File: src/rtl/cycle_timer.sv
// rtl/cycle_timer.sv - programmable down-counting phase timer with prescaler, pause, abort and auto-reload
module cycle_timer #(
  parameter int CNT_W    = 8,
  parameter int PRESCALE = 4,
  parameter int PRE_W    = (PRESCALE > 1) ? $clog2(PRESCALE) : 1
) (
  input  logic             clk,
  input  logic             rst,
  input  logic             start,
  input  logic             pause,
  input  logic             abort,
  input  logic             periodic,
  input  logic [CNT_W-1:0] load_val,
  input  logic [CNT_W-1:0] warn_thresh,
  output logic             busy,
  output logic             paused,
  output logic [CNT_W-1:0] remaining,
  output logic             warn,
  output logic             done
);

  typedef enum logic [1:0] {
    IDLE  = 2'd0,
    RUN   = 2'd1,
    PAUSE = 2'd2
  } state_t;

  localparam logic [PRE_W-1:0] PRE_MAX = PRE_W'(PRESCALE - 1);
  localparam logic [CNT_W-1:0] ONE     = CNT_W'(1);

  state_t           state;
  logic [PRE_W-1:0] pre;
  logic [CNT_W-1:0] reload;
  logic [CNT_W-1:0] thresh;
  logic             mode;

  always_ff @(posedge clk or posedge rst) begin
    if (rst) begin
      state     <= IDLE;
      pre       <= '0;
      remaining <= '0;
      reload    <= '0;
      thresh    <= '0;
      mode      <= 1'b0;
      done      <= 1'b0;
    end else begin
      done <= 1'b0;
      case (state)
        IDLE: begin
          if (start) begin
            if (load_val != '0) begin
              reload    <= load_val;
              thresh    <= warn_thresh;
              mode      <= periodic;
              remaining <= load_val;
              pre       <= '0;
              state     <= RUN;
            end else begin
              done <= 1'b1;
            end
          end
        end
        // RUN and PAUSE share one path: releasing pause counts on that same
        // edge, so every cycle with pause high costs exactly one cycle.
        RUN, PAUSE: begin
          if (abort) begin
            state     <= IDLE;
            remaining <= '0;
            pre       <= '0;
          end else if (pause) begin
            state <= PAUSE;
          end else if (pre == PRE_MAX) begin
            pre <= '0;
            if (remaining > ONE) begin
              remaining <= remaining - ONE;
              state     <= RUN;
            end else if (mode) begin
              remaining <= reload;
              done      <= 1'b1;
              state     <= RUN;
            end else begin
              remaining <= '0;
              done      <= 1'b1;
              state     <= IDLE;
            end
          end else begin
            pre   <= pre + PRE_W'(1);
            state <= RUN;
          end
        end
        default: state <= IDLE;
      endcase
    end
  end

  assign busy   = (state == RUN) || (state == PAUSE);
  assign paused = (state == PAUSE);
  assign warn   = busy && (remaining != '0) && (remaining <= thresh);

endmodule
File: config.mk
export PLATFORM = sky130hd
export DESIGN_NAME = cycle_timer
export DESIGN_NICKNAME = d
export VERILOG_FILES = /design/src/rtl/cycle_timer.sv
export SDC_FILE = /design/constraint.sdc
export NUM_CORES = 1
export LEC_CHECK = 0
export BUFFER_PORTS_ARGS = -buffer_cell sky130_fd_sc_hd__buf_4
export CAP_MARGIN = 20
export CORE_MARGIN = 4
export CORE_UTILIZATION = 40
export DETAILED_ROUTE_END_ITERATION = 8
export PLACE_DENSITY = 0.72
export SLEW_MARGIN = 5
export SYNTH_ARGS = -nofsm -noshare
export SYNTH_HDL_FRONTEND = slang
export SYNTH_SLANG_ARGS = --single-unit
File: constraint.sdc
create_clock -name clk -period 6.2 [get_ports clk]
set_clock_uncertainty 0.1 [all_clocks]
set_input_delay 0.62 -clock clk [delete_from_list [all_inputs] [get_ports clk]]
set_output_delay 0.62 -clock clk [all_outputs]
set_load 0.02 [all_outputs]
==> key figures <==
Clock tree
  – CTS Sinks: 30
  – Total CTS buffers: 5
  – H-tree level count: 2
  – Setup bufs post-CTS: 0
  – Clock transition at path regs: 0.07 ns
  – Post-CTS sizing: 0
  – CTS Hold Bufs: 0
  – CTS max path bufs: 2
  – CTS tree: built
  – Root Buffer: clkbuf_8
  – Clk Latency, worst-skew pair: 0.29 ns

Die
  – Die H: 75.6 um
  – Top Ports: 34
  – Die Width: 75.6 um
  – Effective utilization at floorplan: 0.417
  – Die area: 5710 um^2
  – Core area: 4380 um^2
  – # rows: 24

Placement
  – RD Place Congestion: 0.818
  – HPWL after detailed placement: 3030 um
  – Buffers on Ports: 33

Worst setup path
  – Worst path bufs/invs: 1
  – Worst R2R Setup Slack: 3.87 ns
  – CP max stage delay: 0.46 ns
  – Crit path max-delay family: compound AO/OA/AOI/OAI gates
  – Most common cell on crit path: a21oi_1
  – Crit-path cells: ha_1 -> a21oi_1 -> o21ai_0 -> mux2i_1 -> a21oi_1 -> a311oi_1 -> buf_4
  – Worst Path Max Fanout: 7
  – CP endpoint kind: output pin
  – WS Path Type: reg2out
  – Crit path required time: 5.48 ns
  – Slowest cell on crit path: dfrtp_1
  – CP Launch Type: flop
  – Critical Path AT: 2.03 ns

Yosys
  – Mux share of post-synthesis cell area: 0.0671
  – Cell Area, Synth: 1830 um^2
  – Mapped Cells: 193
  – Post-synthesis xor/xnor area fraction: 0.00479
  – Adder-Cell Fraction of Synth Area: 0.103
  – YS warnings: 0
  – Largest family of logic cells by synthesized area: compound AO/OA/AOI/OAI gates
  – Largest area contributor in the netlist: dfrtp_1
  – Commonest cells post-synth: dfrtp_1 (30), nor2_1 (19), nand2_1 (17), o21ai_0 (16), ha_1 (15)
  – Simple-gate share of the synthesized area: 0.164
  – Syn Nets: 230
  – Top cells by area, synth: dfrtp_1 (41%), ha_1 (10%), mux2_2 (6.2%), o21ai_0 (4.4%), nor2_1 (3.9%)
  – EDFF count, synth: 0
  – Asr flop ratio synth: 1.00
  – Synth unique cells: 46
  – Yosys top cell area share: 0.411
  – Leading cell type by number of instances after synthesis: dfrtp_1
  – Top FF cell, synth: dfrtp_1
  – Complex-gate fraction of the synthesized area: 0.198
  – Yosys reg bits: 30
  – Sequential cell area fraction in the yosys report: 0.411
  – Avg Inst Size Synth: 9.47 um^2

Timing
  – Max-slew violations: 0
  – Setup violation total in the final timing report: 0
  – Crit share post-route: 0.444
  – RSZ-0062 raised after global routing: no
  – Final min period: 2.75 ns
  – Worst Tran Pin Value: 0.857 ns
  – FMAX: 0.364 GHz
  – Slew HR: 0.429
  – Hold Vio Cnt, Final: 0
  – Setup TNS: 0 ns

Power and ir drop
  – Leak pwr: 0.00103 uW
  – Worst VDD drop: 182 uV
  – Switch share: 0.430
  – Pint: 673 uW
  – Clock share of power: 0.158
  – Net switching power: 508 uW
  – P per Cell Area: 534 nW/um^2
  – Sequential share of power: 0.313
  – Combinational power share: 0.528

Route
  – Avg Vias per Cell: 5.37
  – Vias: 1497
  – Wire length per cell: 14.9 um
  – Final wirelength: 4150 um
  – Antenna viol nets, final: 0
  – Drt drc: 0
  – TritonRoute pass-1 iters: 4
  – 1st-iter DRT viols: 101

Final layout
  – # nets final: 263
  – Core Util, Final: 0.504
  – Share of cells above drive strength 1: 0.256
  – Area growth, synth to finish: 21.0%
  – Diodes inserted: 0

GRT
  – Initial antenna violation count: 0
  – GRT Overall Usage: 0.171
  – Vias in the first global route: 1477
  – Gr ovfl total: 0
  – First-pass GRT wire length: 7070 um
  – Pin count of the biggest net entering global routing: 31

Job
  – Max-cap viol count: 0

Min path
  – Worst Hold Class: in2async

Status
  – Status: finished clean
[final cells by class]
cell class	instances	area (um^2)
Fill cell	420	2170
Multi-Input combinational cell	142	980
Sequential cell	30	751
Timing Repair Buffer	34	255
Clock buffer	8	110
Tap cell	52	65.1
Inverter	13	48.8
[per-layer routing]
metal | vias to the layer above | share of wire | track usage
met2 | 37 | 0.46 | 0.257
met3 | 10 | 0.055 | 0.0515
li1 | 763 | - | -
met4 | 0 | 0.032 | 0.0951
met1 | 687 | 0.45 | 0.219
met5 | - | 0 | 0
[path summary, 6_finish.rpt]
check | start | end | depth (start not counted)
worst max-delay path | remaining[7] | warn | 7
worst min-delay path | rst | reload[7] | 3
worst max register to register | remaining[0] | remaining[5] | 7
worst min register to register | reload[0] | reload[0] | 1
max in group asynchronous | rst | pre[1] | 3
min in group clk | reload[0] | reload[0] | 1
[per-stage QoR]
| step | area, um^2 | total power [uW] | instances | setup slack [ns] | hold slack (ns) |
|---|---|---|---|---|---|
| global placement | 2100 | 984 | 271 | 3.38 | 0.381 |
| CTS | 2210 | 1190 | 279 | 3.41 | 0.321 |
| global route | 2210 | 1300 | 279 | 3.28 | 0.357 |
| finish | 2210 | 1180 | 279 | 3.45 | 0.308 |
| floorplan | 1830 | 834 | 193 | 3.59 | 0.370 |
| detailed placement | 2100 | 1000 | 271 | 3.33 | 0.388 |
[power groups by stage]
stage               combinational (uW)  sequential (uW)  clock, uW
finish                             624              370        187
global route                       716              385        202
CTS                                630              370        193
detailed placement                 627              373          0
global placement                   613              372          0
floorplan                          463              371          0
[sequential cells by signal, summed over array words and instances (netlist names)]
name	flops
done	1
mode	1
pre	2
reload	8
remaining	8
state	2
thresh	8
[worst min-delay path: cells and delay by family]
| kind | cells | cell delay, ns |
|---|---|---|
| buffers and inverters | 3 | 0.50 |
[kinds of logic after synthesis]
kind of cell	Yosys count
AO/OA/AOI/OAI	54
XOR/XNOR	1
adder cells (fa/ha/maj)	15
buffers and inverters	21
flip-flops	30
multiplexers	11
AND/OR/NAND/NOR	61
[cells in the final DEF, fill, tap and decap left out, types with 2 or more instances in the layout]
cell,n
and3_1,4
a22o_1,2
o21ai_0,16
mux2_2,10
nand3_1,3
a2bb2oi_1,2
o21ai_1,3
inv_1,12
nand4_1,4
or2_2,2
dfrtp_1,30
a21oi_1,8
nor4_1,2
nor2_1,19
buf_4,34
ha_1,15
a21o_1,2
nand2_1,17
a31oi_1,6
nor2b_1,3
a22oi_1,2
clkbuf_8,8
Note: power is estimated with default switching activity, not from simulation.
